===== config.mk =====
export PLATFORM = sky130hd
export DESIGN_NAME = uart_rx_os16
export DESIGN_NICKNAME = d
export VERILOG_FILES = /design/src/rtl/uart_pkg.sv /design/src/rtl/uart_os_tick_gen.sv /design/src/rtl/uart_rx_os16.sv
export SDC_FILE = /design/constraint.sdc
export NUM_CORES = 1
export LEC_CHECK = 0
export CORE_MARGIN = 2
export CORE_UTILIZATION = 52
export CTS_CLUSTER_DIAMETER = 30
export DETAILED_ROUTE_END_ITERATION = 7
export PLACE_DENSITY = 0.76
export SLEW_MARGIN = 0
export SYNTH_ARGS = -nofsm -noshare
export SYNTH_HDL_FRONTEND = slang
export SYNTH_HIERARCHICAL = 1
export SYNTH_SLANG_ARGS = --single-unit

===== constraint.sdc =====
create_clock -name clk -period 4.45 [get_ports clk]
set_clock_uncertainty 0.15 [all_clocks]
set_input_delay 0.89 -clock clk [delete_from_list [all_inputs] [get_ports clk]]
set_output_delay 0.89 -clock clk [all_outputs]
set_load 0.02 [all_outputs]

===== src/rtl/uart_pkg.sv =====
// uart_pkg: shared receive-state encoding and oversampling constants.
// Revision 1.0
`default_nettype none

package uart_pkg;

  typedef enum logic [2:0] {
    IDLE   = 3'd0,
    START  = 3'd1,
    DATA   = 3'd2,
    PARITY = 3'd3,
    STOP   = 3'd4
  } state_t;

  localparam int OS_RATE   = 16;
  localparam int MID_LO    = 7;
  localparam int MID_HI    = 9;
  localparam int DATA_BITS = 8;

endpackage

`default_nettype wire


===== src/rtl/uart_os_tick_gen.sv =====
// uart_os_tick_gen: oversample tick, one pulse every max(div,1) clk cycles.
// Revision 1.0
`default_nettype none

module uart_os_tick_gen (
  input  logic        clk,
  input  logic        rst,
  input  logic        clr,
  input  logic [15:0] div,
  output logic        tick
);

  logic [15:0] cnt;
  logic [15:0] last;

  // A zero divisor behaves like 1: tick every cycle.
  assign last = (div == 16'd0) ? 16'd0 : div - 16'd1;
  assign tick = (cnt == last);

  always_ff @(posedge clk) begin
    if (rst || clr) begin
      cnt <= 16'd0;
    end else if (tick) begin
      cnt <= 16'd0;
    end else begin
      cnt <= cnt + 16'd1;
    end
  end

endmodule

`default_nettype wire


===== src/rtl/uart_rx_os16.sv =====
// uart_rx_os16: 16x oversampled UART receiver with majority vote and valid/ack holding register.
// Revision 1.0
`default_nettype none

module uart_rx_os16 #(
  parameter int OS_RATE   = uart_pkg::OS_RATE,
  parameter bit PARITY_EN = 1'b1
) (
  input  logic        clk,
  input  logic        rst,
  input  logic        rx_in,
  input  logic [15:0] baud_rate,
  input  logic        rx_ack,
  output logic [7:0]  rx_data,
  output logic        rx_valid,
  output logic        parity_bit_error,
  output logic        stop_bit_error,
  output logic        overrun,
  output logic        rx_busy
);

  import uart_pkg::*;

  localparam int SUB_W = $clog2(OS_RATE);
  localparam int BIT_W = $clog2(DATA_BITS);

  state_t               state;
  state_t               state_nxt;
  logic                 sync1;
  logic                 sync2;
  logic                 rxs;
  logic                 rxs_prev;
  logic                 start_det;
  logic [15:0]          div_q;
  logic                 tick;
  logic [SUB_W-1:0]     sub;
  logic [SUB_W-1:0]     sub_idx;
  logic                 at_hi;
  logic                 samp_lo;
  logic                 samp_mid;
  logic                 vote;
  logic [BIT_W-1:0]     bit_idx;
  logic [DATA_BITS-1:0] shreg;
  logic                 perr;
  logic                 done;

  assign rxs = sync2;

  always_ff @(posedge clk) begin
    if (rst) begin
      sync1    <= 1'b1;
      sync2    <= 1'b1;
      rxs_prev <= 1'b1;
    end else begin
      sync1    <= rx_in;
      sync2    <= sync1;
      rxs_prev <= sync2;
    end
  end

  assign start_det = (state == IDLE) && rxs_prev && !rxs;

  always_ff @(posedge clk) begin
    if (rst) begin
      div_q <= 16'd1;
    end else if (start_det) begin
      div_q <= (baud_rate == 16'd0) ? 16'd1 : baud_rate;
    end
  end

  uart_os_tick_gen u_tick (
    .clk  (clk),
    .rst  (rst),
    .clr  (start_det),
    .div  (div_q),
    .tick (tick)
  );

  // sub holds the previous sub-tick; the tick now being taken is sub+1, so the
  // first tick after start detection is sub-tick 1 of the start bit.
  assign sub_idx = sub + SUB_W'(1);
  assign at_hi   = tick && (sub_idx == SUB_W'(MID_HI));
  assign vote    = (samp_lo & samp_mid) | (samp_lo & rxs) | (samp_mid & rxs);
  assign done    = (state == STOP) && at_hi;

  always_ff @(posedge clk) begin
    if (rst) begin
      state <= IDLE;
    end else begin
      state <= state_nxt;
    end
  end

  always_comb begin
    state_nxt = state;
    case (state)
      IDLE:    if (start_det) state_nxt = START;
      START:   if (at_hi) state_nxt = vote ? IDLE : DATA;
      DATA:    if (at_hi && bit_idx == BIT_W'(DATA_BITS - 1))
                 state_nxt = PARITY_EN ? PARITY : STOP;
      PARITY:  if (at_hi) state_nxt = STOP;
      STOP:    if (at_hi) state_nxt = IDLE;
      default: state_nxt = IDLE;
    endcase
  end

  always_ff @(posedge clk) begin
    if (rst) begin
      sub      <= '0;
      bit_idx  <= '0;
      shreg    <= '0;
      perr     <= 1'b0;
      samp_lo  <= 1'b1;
      samp_mid <= 1'b1;
    end else begin
      if (start_det) begin
        sub     <= '0;
        bit_idx <= '0;
        perr    <= 1'b0;
      end else if (tick) begin
        sub <= sub_idx;
      end
      if (tick && sub_idx == SUB_W'(MID_LO))     samp_lo  <= rxs;
      if (tick && sub_idx == SUB_W'(MID_LO + 1)) samp_mid <= rxs;
      if (state == DATA && at_hi) begin
        shreg   <= {vote, shreg[DATA_BITS-1:1]};
        bit_idx <= bit_idx + BIT_W'(1);
      end
      if (state == PARITY && at_hi) perr <= (^shreg) ^ vote;
    end
  end

  // A same-cycle ack frees the holding register, so the new frame loads cleanly.
  always_ff @(posedge clk) begin
    if (rst) begin
      rx_data          <= 8'd0;
      rx_valid         <= 1'b0;
      parity_bit_error <= 1'b0;
      stop_bit_error   <= 1'b0;
      overrun          <= 1'b0;
      rx_busy          <= 1'b0;
    end else begin
      rx_busy <= (state_nxt != IDLE);
      if (done && (!rx_valid || rx_ack)) begin
        rx_data          <= shreg;
        parity_bit_error <= perr;
        stop_bit_error   <= !vote;
        rx_valid         <= 1'b1;
      end else if (done) begin
        overrun <= 1'b1;
      end else if (rx_ack && rx_valid) begin
        rx_valid <= 1'b0;
      end
    end
  end

endmodule

`default_nettype wire

==> PnR_summary.wiki <==
{| class="wikitable"
! Metric !! Value
|-
| Synth-to-layout area growth || 20.94%
|-
| Actual transition at the worst max-transition pin || 1.003 ns
|-
| Maximum fanout encountered on the critical timing path || 6
|-
| Post-layout minimum cycle time || 4.304 ns
|-
| Critical path data required time || 4.52 ns
|-
| Most instantiated cells after synthesis || 69 x sky130_fd_sc_hd__dfxtp_1, 53 x sky130_fd_sc_hd__nor2_1, 29 x sky130_fd_sc_hd__mux2i_1
|-
| Number of iterations in the first detailed-routing pass || 4
|-
| Half-perimeter wire length after detailed placement || 6.862 mm
|-
| Top cells by area, synth || sky130_fd_sc_hd__dfxtp_1 35%, sky130_fd_sc_hd__mux2i_1 7.4%, sky130_fd_sc_hd__xnor2_1 5.8%
|-
| Number of nets at the end of the flow || 513
|-
| Top layer reached by signal wires || met4
|-
| Count of port buffers added during placement || 32
|-
| Combined global-route utilization of all metal layers || 0.2402
|-
| Clock tree from TritonCTS || built
|-
| Number of max-capacitance violations reported || 0
|-
| Synthesis warning total || 6
|-
| Arrival time of data at the critical path endpoint || 4.38 ns
|-
| Slew margin rel. || 0.3314
|-
| Leakage Power || 1.898 nW
|-
| Placement-stage cell area || 4410 um2
|-
| Length of routed met2 wiring || 4.879 mm
|-
| Die area || 8211 um2
|-
| Final Instance Count excl. Fillers || 588
|-
| Row cnt || 31
|-
| Later-pin clock latency in the skew report || 0.35 ns
|-
| Number of hold-slack violations in the final timing report || 0
|-
| Initial standard-cell utilization of the core || 0.5379
|-
| Number of vias after detailed routing || 3499
|-
| Post-synth top flop || sky130_fd_sc_hd__dfxtp_1
|-
| Cell accounting for the most synthesized area || sky130_fd_sc_hd__dfxtp_1
|-
| Sum of negative setup slack || 0 ns
|-
| Highest attainable clock frequency || 232.3 MHz
|-
| Met3 wirelength from detailed routing || 542 um
|-
| Number of global-route vias before repair || 3459
|-
| Hold Buf Count CTS || 0
|-
| Clk slew on worst S/H paths || 0.07 ns
|-
| Placer Congestion || 0.8898
|-
| Maximum level of the CTS H-tree || 3
|-
| Final setup fails || 0
|-
| Post-synthesis average cell area || 8.907 um2
|-
| Post-synth cell types || 73
|-
| FFs w/ async S/R, synth || 0
|-
| Startpoint type of the worst setup path || flop
|-
| Overall die height || 90.62 um
|-
| Total overflow reported by the global router || 0
|-
| First-pass GRT wire length || 16.10 mm
|-
| Area share of the leading cell type in the synthesized netlist || 0.3541
|-
| Number of flops mapped to enable cells by yosys || 0
|-
| Outcome || finished clean
|-
| Die X-Extent || 90.62 um
|-
| Number of antenna violations at the first check in global routing || 0
|-
| Sequential cell area fraction in the yosys report || 0.3541
|-
| Number of placed instances, taps included || 569
|-
| Number of DRC markers in iteration 0 || 231
|-
| Worst setup slack after placement || -0.04373 ns
|-
| Via-to-Cell Ratio || 5.951
|-
| Net count after synthesis || 466
|-
| Routed wire length || 9.771 mm
|-
| Number of buffers created by CTS || 9
|-
| Class of the most critical setup path || flop to flop
|-
| Remaining antenna violation count || 0
|-
| Synth Register Bits || 69
|-
| Worst hold slack || 0.2680 ns
|-
| Number of slew-limit violations in the final report || 0
|-
| Post-Synthesis Cell Area || 3901 um2
|-
| Area of the core || 7253 um2
|-
| Final cell area excluding filler cells || 4718 um2
|-
| Number of diodes || 0
|-
| Final cycle utilization of the critical path || 0.9672
|-
| Synthesized instance count || 438
|-
| Buffer cell driving the clock tree root || sky130_fd_sc_hd__clkbuf_8
|-
| Most frequently used cell type in the post-synthesis netlist || sky130_fd_sc_hd__dfxtp_1
|-
| Final Worst Setup Slack || 0.1459 ns
|-
| Peak VDD IR || 0.0002807 V
|-
| Wl on met1 || 4.191 mm
|-
| Largest net degree at the start of global routing || 56
|-
| Setup crit end kind || flop
|-
| Fraction of layout instances using a drive strength above 1 || 0.1616
|-
| Mean routed wirelength per cell || 16.62 um
|-
| Worst hold-check path type || flop to flop
|-
| IO Pins || 33
|-
| Post-detailed-route DRC marker count || 0
|-
| Power per cell area || 305.0 nW/um2
|-
| Clk sinks || 69
|-
| Clock buffer depth || 2
|}
## power breakdown
part           total (mW)  switching, mW  internal, mW
clock               0.526          0.242         0.285
sequential          0.660         0.0268         0.633
combinational       0.253          0.132         0.121
total                1.44          0.401          1.04
## flip-flops by register name, indices dropped and copies added, names as in the netlist
name / flops
perr: 1
samp_mid: 1
rx_valid: 1
rx_data: 8
stop_bit_error: 1
sub: 4
parity_bit_error: 1
rxs: 1
bit_idx: 3
u_tick/cnt: 16
samp_lo: 1
state: 3
rxs_prev: 1
div_q: 16
rx_busy: 1
overrun: 1
sync1: 1
shreg: 8
## cells by family (layout without fill, tap and decap cells)
logic type,after synthesis,in the layout,share of synthesized area
muxes,31,31,0.08210
buffers and inverters,38,89,0.04746
xor gates and xnor gates,40,40,0.09333
DFF,69,69,0.3541
and+or+nand+nor,183,183,0.2611
AOI/OAI and AO/OA,68,68,0.1337
adders and majority gates,9,9,0.02822
## cell type report
cell class                      instances  area (um2)
Fill cell                             624        2535
Sequential cell                        69        1383
Inverter                               12       45.04
Multi-Input combinational cell        331        2427
Clock inverter                          4       47.55
Tap cell                               99       123.9
Clock buffer                           11       151.4
Timing Repair Buffer                   62       540.5
## layout by cell type (no fill, tap or decap), types with 10 or more instances in the layout
| cell type | instances |
|---|---|
| sky130_fd_sc_hd__nor2_1 | 53 |
| sky130_fd_sc_hd__nand3_1 | 14 |
| sky130_fd_sc_hd__a22o_1 | 10 |
| sky130_fd_sc_hd__clkdlybuf4s50_1 | 31 |
| sky130_fd_sc_hd__xor2_1 | 13 |
| sky130_fd_sc_hd__xnor2_1 | 25 |
| sky130_fd_sc_hd__dfxtp_1 | 68 |
| sky130_fd_sc_hd__clkbuf_8 | 11 |
| sky130_fd_sc_hd__nand2_1 | 16 |
| sky130_fd_sc_hd__nor4_1 | 27 |
| sky130_fd_sc_hd__buf_4 | 30 |
| sky130_fd_sc_hd__o21ai_0 | 13 |
| sky130_fd_sc_hd__mux2i_1 | 29 |
| sky130_fd_sc_hd__inv_1 | 12 |
## worst max-delay path, stage by stage, from the launching register on
cell	delay, ns
sky130_fd_sc_hd__dfxtp_1	0.37
sky130_fd_sc_hd__or4_4	0.58
sky130_fd_sc_hd__or3_4	0.37
sky130_fd_sc_hd__xor2_1	0.18
sky130_fd_sc_hd__or4b_2	0.66
sky130_fd_sc_hd__o311a_1	0.19
sky130_fd_sc_hd__nor4b_2	0.31
sky130_fd_sc_hd__buf_4	0.17
sky130_fd_sc_hd__nand4b_1	0.18
sky130_fd_sc_hd__nor2_4	0.17
sky130_fd_sc_hd__o21ai_2	0.07
sky130_fd_sc_hd__mux2_4	0.30
sky130_fd_sc_hd__or4b_1	0.49
## path summary, 6_finish.rpt
kind	cells after the start	to	from	slack, ns
max	12	rx_busy$_SDFF_PP0_	div_q[3]$_SDFFE_PP0P_	0.15
min	1	rxs$_SDFF_PP1_	sync1$_SDFF_PP1_	0.27
max reg2reg	12	rx_busy$_SDFF_PP0_	div_q[3]$_SDFFE_PP0P_	0.15
min reg2reg	1	rxs$_SDFF_PP1_	sync1$_SDFF_PP1_	0.27
## layer usage
layer / GRT usage / vias up
met4: 0.08590 / 0
met1: 0.2903 / 1676
met3: 0.05509 / 17
met2: 0.4167 / 106
met5: 0 / -
li1: - / 1700
## through the flow
step / utilization / power [mW]
detailed placement: 0.6081 / 0.9012
finish: 0.6505 / 1.439
floorplan: - / 0.8344
global placement: 0.6081 / 0.8947
CTS: 0.6374 / 1.430
global route: 0.6505 / 1.500
## repair_timing
action                                  in CTS  in global routing
setup buffers                                1                  3
pin swaps                                    3                  7
endpoints found under the hold margin        0                  0
endpoints found under the setup margin       1                 19
gates resized for setup                      2                 13
Note: power is estimated with default switching activity, not from simulation.
